## src/rtl/flash_pkg.sv

```systemverilog
// Shared types and constants for the flash playback reader.
package flash_pkg;

  typedef enum logic [2:0] {
    IDLE,
    REQ,
    WAIT,
    FIRST,
    SECOND
  } flash_state_e;

  localparam int unsigned FLASH_ADDR_W     = 23;
  localparam logic [3:0]  FLASH_BYTEEN_ALL = 4'hF;

endpackage

```

## src/rtl/flash_addr_step.sv

```systemverilog
// Next word address inside the playback window, wrapping at either end.
module flash_addr_step
  import flash_pkg::*;
#(
  parameter int unsigned       ADDR_W     = FLASH_ADDR_W,
  parameter logic [ADDR_W-1:0] START_ADDR = '0,
  parameter logic [ADDR_W-1:0] END_ADDR   = '1
) (
  input  logic [ADDR_W-1:0] addr_i,
  input  logic              direction_i,
  output logic [ADDR_W-1:0] next_o
);

  // forward steps up and wraps END->START, reverse steps down and wraps START->END
  always_comb begin
    next_o = addr_i;
    if (direction_i) begin
      next_o = (addr_i == START_ADDR) ? END_ADDR : addr_i - 1'b1;
    end else begin
      next_o = (addr_i == END_ADDR) ? START_ADDR : addr_i + 1'b1;
    end
  end

endmodule

```

## src/rtl/flash_read_sequencer.sv

```systemverilog
// Avalon-MM flash word reader that splits each word into two signed
// 16-bit samples and hands one out per consumer strobe.
module flash_read_sequencer
  import flash_pkg::*;
#(
  parameter int unsigned       ADDR_W     = FLASH_ADDR_W,
  parameter logic [ADDR_W-1:0] START_ADDR = '0,
  parameter logic [ADDR_W-1:0] END_ADDR   = ADDR_W'(23'h07FFFF),
  parameter int unsigned       UNDERRUN_W = 8
) (
  input  logic                  reader_clk,
  input  logic                  reset,
  input  logic                  play,
  input  logic                  direction,
  input  logic                  restart,
  input  logic                  sample_req,
  input  logic                  flash_mem_waitrequest,
  input  logic                  flash_mem_readdatavalid,
  input  logic [31:0]           flash_mem_readdata,
  output logic                  flash_mem_read,
  output logic [ADDR_W-1:0]     flash_mem_address,
  output logic [3:0]            flash_mem_byteenable,
  output logic [15:0]           sample_out,
  output logic                  sample_valid,
  output logic                  busy,
  output logic [UNDERRUN_W-1:0] underrun_count
);

  flash_state_e          state_q;
  logic                  read_q;
  logic [ADDR_W-1:0]     addr_q;
  logic [31:0]           word_q;
  logic                  rev_order_q;
  logic [15:0]           sample_q;
  logic                  valid_q;
  logic [UNDERRUN_W-1:0] underrun_q;
  logic                  restart_pending_q;

  logic [ADDR_W-1:0]     addr_step_d;
  logic [ADDR_W-1:0]     restart_addr_d;
  logic                  starved_d;

  flash_addr_step #(
    .ADDR_W     (ADDR_W),
    .START_ADDR (START_ADDR),
    .END_ADDR   (END_ADDR)
  ) u_addr_step (
    .addr_i      (addr_q),
    .direction_i (direction),
    .next_o      (addr_step_d)
  );

  assign restart_addr_d = direction ? END_ADDR : START_ADDR;

  // a request is starved when no buffered sample exists; restart takes priority
  always_comb begin
    starved_d = 1'b0;
    if (sample_req && !restart) begin
      case (state_q)
        IDLE:      starved_d = play;
        REQ, WAIT: starved_d = 1'b1;
        default:   starved_d = 1'b0;
      endcase
    end
  end

  // playback FSM with registered Avalon command and sample outputs
  always_ff @(posedge reader_clk or posedge reset) begin
    if (reset) begin
      state_q           <= IDLE;
      read_q            <= 1'b0;
      addr_q            <= START_ADDR;
      word_q            <= '0;
      rev_order_q       <= 1'b0;
      sample_q          <= '0;
      valid_q           <= 1'b0;
      underrun_q        <= '0;
      restart_pending_q <= 1'b0;
    end else begin
      valid_q <= 1'b0;
      if (starved_d && (underrun_q != '1)) begin
        underrun_q <= underrun_q + 1'b1;
      end
      case (state_q)
        IDLE: begin
          if (restart) begin
            addr_q  <= restart_addr_d;
            word_q  <= '0;
            read_q  <= 1'b1;
            state_q <= REQ;
          end else if (play) begin
            read_q  <= 1'b1;
            state_q <= REQ;
          end
        end
        REQ: begin
          if (restart) begin
            restart_pending_q <= 1'b1;
          end
          if (!flash_mem_waitrequest) begin
            read_q  <= 1'b0;
            state_q <= WAIT;
          end
        end
        WAIT: begin
          // a restart seen in the same cycle as the data still discards it
          if (flash_mem_readdatavalid) begin
            if (restart_pending_q || restart) begin
              restart_pending_q <= 1'b0;
              addr_q            <= restart_addr_d;
              read_q            <= 1'b1;
              state_q           <= REQ;
            end else begin
              word_q      <= flash_mem_readdata;
              rev_order_q <= direction;
              state_q     <= FIRST;
            end
          end else if (restart) begin
            restart_pending_q <= 1'b1;
          end
        end
        FIRST: begin
          if (restart) begin
            addr_q  <= restart_addr_d;
            word_q  <= '0;
            read_q  <= 1'b1;
            state_q <= REQ;
          end else if (sample_req) begin
            sample_q <= rev_order_q ? word_q[31:16] : word_q[15:0];
            valid_q  <= 1'b1;
            state_q  <= SECOND;
          end
        end
        SECOND: begin
          if (restart) begin
            addr_q  <= restart_addr_d;
            word_q  <= '0;
            read_q  <= 1'b1;
            state_q <= REQ;
          end else if (sample_req) begin
            sample_q <= rev_order_q ? word_q[15:0] : word_q[31:16];
            valid_q  <= 1'b1;
            addr_q   <= addr_step_d;
            if (play) begin
              read_q  <= 1'b1;
              state_q <= REQ;
            end else begin
              state_q <= IDLE;
            end
          end
        end
        default: begin
          read_q  <= 1'b0;
          state_q <= IDLE;
        end
      endcase
    end
  end

  assign flash_mem_read       = read_q;
  assign flash_mem_address    = addr_q;
  assign flash_mem_byteenable = FLASH_BYTEEN_ALL;
  assign sample_out           = sample_q;
  assign sample_valid         = valid_q;
  assign underrun_count       = underrun_q;
  assign busy                 = (state_q != IDLE);

endmodule
```

## config.mk

```make
export PLATFORM = sky130hd
export DESIGN_NAME = flash_read_sequencer
export DESIGN_NICKNAME = d
export VERILOG_FILES = /design/src/rtl/flash_pkg.sv /design/src/rtl/flash_addr_step.sv /design/src/rtl/flash_read_sequencer.sv
export SDC_FILE = /design/constraint.sdc
export NUM_CORES = 1
export LEC_CHECK = 0
export CAP_MARGIN = 20
export CORE_ASPECT_RATIO = 2
export CORE_MARGIN = 3
export CORE_UTILIZATION = 48
export DETAILED_ROUTE_END_ITERATION = 10
export GPL_ROUTABILITY_DRIVEN = 0
export PLACE_DENSITY = 0.77
export SETUP_SLACK_MARGIN = 0.02
export SKIP_CTS_REPAIR_TIMING = 1
export SYNTH_ARGS = -nofsm -noshare
export SYNTH_HDL_FRONTEND = slang
export SYNTH_SLANG_ARGS = --single-unit
```

## constraint.sdc

```tcl
create_clock -name reader_clk -period 2.76 [get_ports reader_clk]
set_clock_uncertainty 0.05 [all_clocks]
set_input_delay 0.69 -clock reader_clk [delete_from_list [all_inputs] [get_ports reader_clk]]
set_output_delay 0.69 -clock reader_clk [all_outputs]
set_load 0.01 [all_outputs]
```

==> results.sh <==
export IMPL_fin_tns_setup_ns=0
export IMPL_drc=0
export IMPL_use_met1_pct=28.1
export IMPL_syn_area_per_cell_sq_um=8.47
export IMPL_grt_ovfl_total=0
export IMPL_syn_area_sq_um=5090
export IMPL_finalSetupViolCount=0
export IMPL_hold_violations=0
export IMPL_area_delta_synth_final_pct=30.3
export IMPL_n_antenna_cell=0
export IMPL_slew_viol_final=0
export IMPL_outcome="finished, final reports clean"
export IMPL_synthCells=601
export IMPL_cellPowerDensity_nw_per_um2=928
export IMPL_ir_drop_mv=0.574
export IMPL_switching_share_pct=41.8
export IMPL_yosysWarnings=0
export IMPL_die_h_um=152
export IMPL_nets=741
export IMPL_yosysSeqAreaShare_pct=42.3
export IMPL_crit_path_max_fanout=17
export IMPL_synthFlopType="dfrtp_1"
export IMPL_tightest_slew_ns=0.812
export IMPL_cp_end_kind="output pin"
export IMPL_holdWs_ns=0.414
export IMPL_grt_pass1_wl_um=25100
export IMPL_synthDistinctLibCells=66
export IMPL_grt_pass1_vias=5212
export IMPL_seqPwrFrac_pct=32.6
export IMPL_die_w_um=78.8
export IMPL_grt_busiest_layer="met2"
export IMPL_crit_slowest_cell="dfrtp_1"
export IMPL_clk_pin_slew_ns=0.07
export IMPL_wl_um=15500
export IMPL_start_util_pct=49.8
export IMPL_grt_max_degree=38
export IMPL_synth_seq_cells=86
export IMPL_num_io_pins=94
export IMPL_antenna_found_initial=0
export IMPL_firstDrtPassIters=5
export IMPL_internal_power_w=0.00358
export IMPL_cp_required_ns=2.02
export IMPL_use_met3_pct=3.61
export IMPL_fmax_mhz=386
export IMPL_wl_per_cell_um=18.5
export IMPL_portBuffers=89
export IMPL_path_cells="or3_1 -> clkdlybuf4s50_1"
export IMPL_ant_nets=0
export IMPL_period_share_pct=93.8
export IMPL_clk_latency_ns=0.34
export IMPL_via_count=5135
export IMPL_drt_iter0_markers=331
export IMPL_p_leak_nw=2.88
export IMPL_cp_arrival_ns=1.85
export IMPL_yosys_cell_count_top_type="nand2_1"
export IMPL_power_frac_clock_pct=18.7
export IMPL_cts_inserted_buffers=9
export IMPL_drv_cap=0
export IMPL_synth_edf_count=0
export IMPL_synthTopCellsByArea="dfrtp_1 42%, nand2_1 7.4%, nand3_1 4.9%"
export IMPL_grt_usage_pct=26.4
export IMPL_rows=52
export IMPL_hp_class="reg2reg"
export IMPL_cts_sinks=86
export IMPL_use_met2_pct=48.4
export IMPL_relSlewSlack_pct=45.4
export IMPL_cts_htree_levels=3
export IMPL_synth_top_area_share_pct=42.3
export IMPL_p_total_w=0.00615
export IMPL_crit_type="reg2out"
export IMPL_cp_start_kind="flop"
export IMPL_yosys_area_top_type="dfrtp_1"
export IMPL_synth_common_cells="100 x nand2_1, 86 x dfrtp_1, 50 x nand3_1"
export IMPL_cts_path_max_buffers=2
export IMPL_period_needed_ns=2.59
export IMPL_netSwitchingPower_w=0.00257
export IMPL_rsz0062_at_grt="no"
export IMPL_drive_above_1_share_pct=10.7
export IMPL_coreArea_sq_um=10200
export IMPL_async_reset_ff_share_pct=100
export IMPL_cpPeakStageDelay_ns=0.57
export IMPL_die_area_sq_um=11900
export IMPL_cts_root_buffer="clkbuf_16"
export IMPL_place_hpwl_um=11300
export IMPL_combPwrFrac_pct=48.7
export IMPL_via_per_inst=6.14
export IMPL_cts_tree="built"
-- power by group through the flow --
| stage | sequential [W] | clock [W] | combinational [W] |
|---|---|---|---|
| floorplan | 0.00201 | 0 | 0.00167 |
| global placement | 0.00200 | 0 | 0.00289 |
| detailed placement | 0.00202 | 0 | 0.00297 |
| CTS | 0.00200 | 0.00118 | 0.00298 |
| global route | 0.00206 | 0.00122 | 0.00325 |
| finish | 0.00201 | 0.00115 | 0.00299 |
-- metal layers --
| metal | wire length, um | vias up |
|---|---|---|
| met3 | 1030 | 65 |
| li1 | - | 2367 |
| met5 | 0 | - |
| met1 | 5300 | 2444 |
| met2 | 8330 | 259 |
| met4 | 788 | 0 |
-- sequential cells by signal (all words and copies together), names as in the netlist --
register,flops
flash_mem_read,1
restart_pending_q,1
sample_out,16
state_q,3
word_q,32
sample_valid,1
flash_mem_address,23
underrun_count,8
rev_order_q,1
-- worst max-delay path: cells and delay by family, from the launching register on --
family        cells  cell delay [ns]
simple gates      1             0.45
flops             1             0.57
buf+inv           1             0.49
-- through the flow --
stage	instance area, sq um	util, %	setup slack, ns	cells
final	6630	64.9	0.172	837
after global placement	6350	62.2	0.0605	821
after CTS	6630	64.9	0.174	837
after floorplan	5100	-	0.391	604
after detailed placement	6350	62.2	0.00405	821
after global routing	6630	64.9	0.0901	837
-- area by class of cell --
cell class	instances	area, sq um
multi-input combinational	445	2660
timing repair buffer	135	1290
sequential	86	2150
clock inverter	6	51.3
clock buffer	10	229
tap	135	169
inverter	20	78.8
fill	898	3590
-- path summary, 6_finish.rpt --
| kind | depth (start not counted) | slack (ns) | end | start |
|---|---|---|---|---|
| setup / recovery | 2 | 0.17 | busy | state_q[1] |
| hold / removal | 2 | 0.41 | word_q[23] | word_q[23] |
| setup reg to reg | 7 | 0.17 | flash_mem_address[20] | flash_mem_address[0] |
| hold reg to reg | 2 | 0.41 | word_q[23] | word_q[23] |
| max in group asynchronous | 3 | 1.46 | restart_pending_q | reset |
| min in group asynchronous | 2 | 0.67 | word_q[13] | reset |
-- cells in the final DEF, fill, tap and decap left out, types with 12 or more instances in the layout --
cell	synthesis	routed
o21ai_0	28	28
nand4_1	15	15
nand2_1	100	100
dfrtp_1	86	86
a21oi_1	27	26
nor4_1	13	12
nor3_1	18	18
mux2i_1	17	17
clkdlybuf4s50_1	0	89
buf_4	4	42
nand3_1	50	50
nor2_1	20	20
inv_1	19	18
-- kinds of logic (layout without fill, tap and decap cells) --
logic type               Yosys count  after routing  synth area share [%]
flip-flops                        86             86                  42.3
buffers and inverters             73            171                  5.95
other                              1              4                0.0737
AO/OA/AOI/OAI                    142            142                  18.4
multiplexers                      20             20                  4.01
AND/OR/NAND/NOR                  259            259                  25.5
adder cells (fa/ha/maj)            4              4                 0.984
XOR/XNOR                          16             16                  2.75
Note: power is estimated with default switching activity, not from simulation.
==> edit, RTL diff (same flow settings) <==
Encoding of `flash_state_e`: now one-hot (5 bits for 5 states).
--- a/src/rtl/flash_pkg.sv
+++ b/src/rtl/flash_pkg.sv
@@ -3,8 +3,8 @@
 
-  typedef enum logic [2:0] {
-    IDLE,
-    REQ,
-    WAIT,
-    FIRST,
-    SECOND
+  typedef enum logic [4:0] {
+    IDLE   = 5'b00001,
+    REQ    = 5'b00010,
+    WAIT   = 5'b00100,
+    FIRST  = 5'b01000,
+    SECOND = 5'b10000
   } flash_state_e;
Check against the original RTL: no difference found for any inputs over 4 cycles, from zero or initial values and one cycle with reset high; so few cycles prove little.
==> edit against the original RTL <==
  * Worst setup slack lost 0.056 ns
  * Final area grew 2.3%
  * Synthesized area grew 1.0%
  * Total power shrank 9.4%
  * Die area grew 0.95%
  * Worst hold slack gained 0.021 ns
  * Sequential cell count grew 2
  * Routed wire length grew 8.3%
  * Largest power group unchanged
  * Highest routed layer unchanged
==> edit: results (changes against the original RTL) <==
status finished clean; worst min-delay path class register to register; Clock transition at path regs 0.07 ns (about the same); CP Data Arrival Time 2.82 ns (+0.97 ns); Max FO, Critical Path 7 (-10); Mapped Cells 569 (-5.3%); Inverters 18 (-10%); # placed instances 805 (-1.9%); grt met1 use 30.2% (+2.1 points); nets 725 (-2.2%); Fillers 890 (-0.89%); pre-CTS WS -0.164 ns (-0.168 ns); synthesized area per cell 9.03 sq um (+6.7%); Final Instance Count excl. Fillers 821 (-1.9%); multi-input combinational area share 39.3% (-0.86 points); Multi-In Gates 416 (-6.5%); worst vdd ir 0.591 mV (+2.9%); first-pass GRT wire length 27300 microns (+8.5%); Design Area, Final 6780 sq um (+2.3%); post-synth cell types 69 (+4.5%); Worst Hold Launch sample_out[14]; post-synthesis xor/xnor area fraction 3.24% (+0.48 points); worst slew pin tran 0.637 ns (-0.175 ns); area share of fa/ha/maj cells after synthesis 0.974% (-0.0098 points); share of synthesized flip-flops with an asynchronous set or reset 100% (unchanged); Clock Latency Late Sink 0.34 ns (about the same); WL/cell 20.4 microns (+10%); vias in the first global route 5343 (+2.5%); H-tree depth 3 (unchanged); post-synthesis mux area share 3.77% (-0.23 points); post-synthesis register bit count 88 (+2.3%); Leakage 0.00295 uW (+2.6%); nonclk buf count 148 (+9.6%); met2 Use GR 51.2% (+2.9 points); 1st-iter DRT viols 444 (+34%); GR met3 Demand/Resource 5.50% (+1.9 points); Seq/Total Area, Yosys 42.9% (+0.58 points); Clock Path Buffers 2 (unchanged); via count 5245 (+2.1%); FF/Latch Area 2200 sq um (+2.4%); critical path startpoint restart; dpl hpwl 12500 microns (+10%); Synth Area in Compound Gates 23.1% (+4.8 points); Synth top cells by count 87 x dfrtp_1, 47 x nand2_1, 42 x o21ai_0; clk tree area frac 4.39% (+0.16 points); buffer share of cell area 20.3% (+0.86 points); layout cell share with drive strength beyond 1 14.0% (+3.3 points); largest net degree at the start of global routing 34 (-11%); R2R Path Start state_q[2]; Tot GR Track Use 28.5% (+2.0 points); Area contributors post-synth dfrtp_1 42%, a22o_1 5.6%, o21ai_0 4.1%; # clk buffers 9 (-1); Cell Area, Placed 6470 sq um (+2.0%)
-- edit: critical path, cell delays in order --
cell and delay (ns):
clkdlybuf4s50_1 0.44, or4_4 0.43, or3_4 0.35, buf_4 0.17, nor3_1 0.28, nor4b_1 0.11, o32ai_1 0.34
-- edit: worst paths after layout --
kind	endpoint	slack (ns)	cells after the start
max reg2reg	flash_mem_address[5]	0.20	9
min in group asynchronous	sample_out[6]	0.73	2
min	sample_out[14]	0.44	2
max in group asynchronous	sample_out[7]	1.35	3
max	flash_mem_address[11]	0.12	7
min reg2reg	sample_out[14]	0.44	2
-- edit: layer usage --
| layer | routed length [microns] | vias up |
|---|---|---|
| li1 | - | 2320 |
| met1 | 5800 | 2501 |
| met2 | 8910 | 321 |
| met3 | 1040 | 103 |
| met4 | 988 | 0 |
| met5 | 0 | - |
-- edit: power breakdown --
group | internal (uW) | switching [uW] | total, uW
Sequential | 1540 | 449 | 1980
Clock | 639 | 575 | 1210
Combinational | 1160 | 1220 | 2370
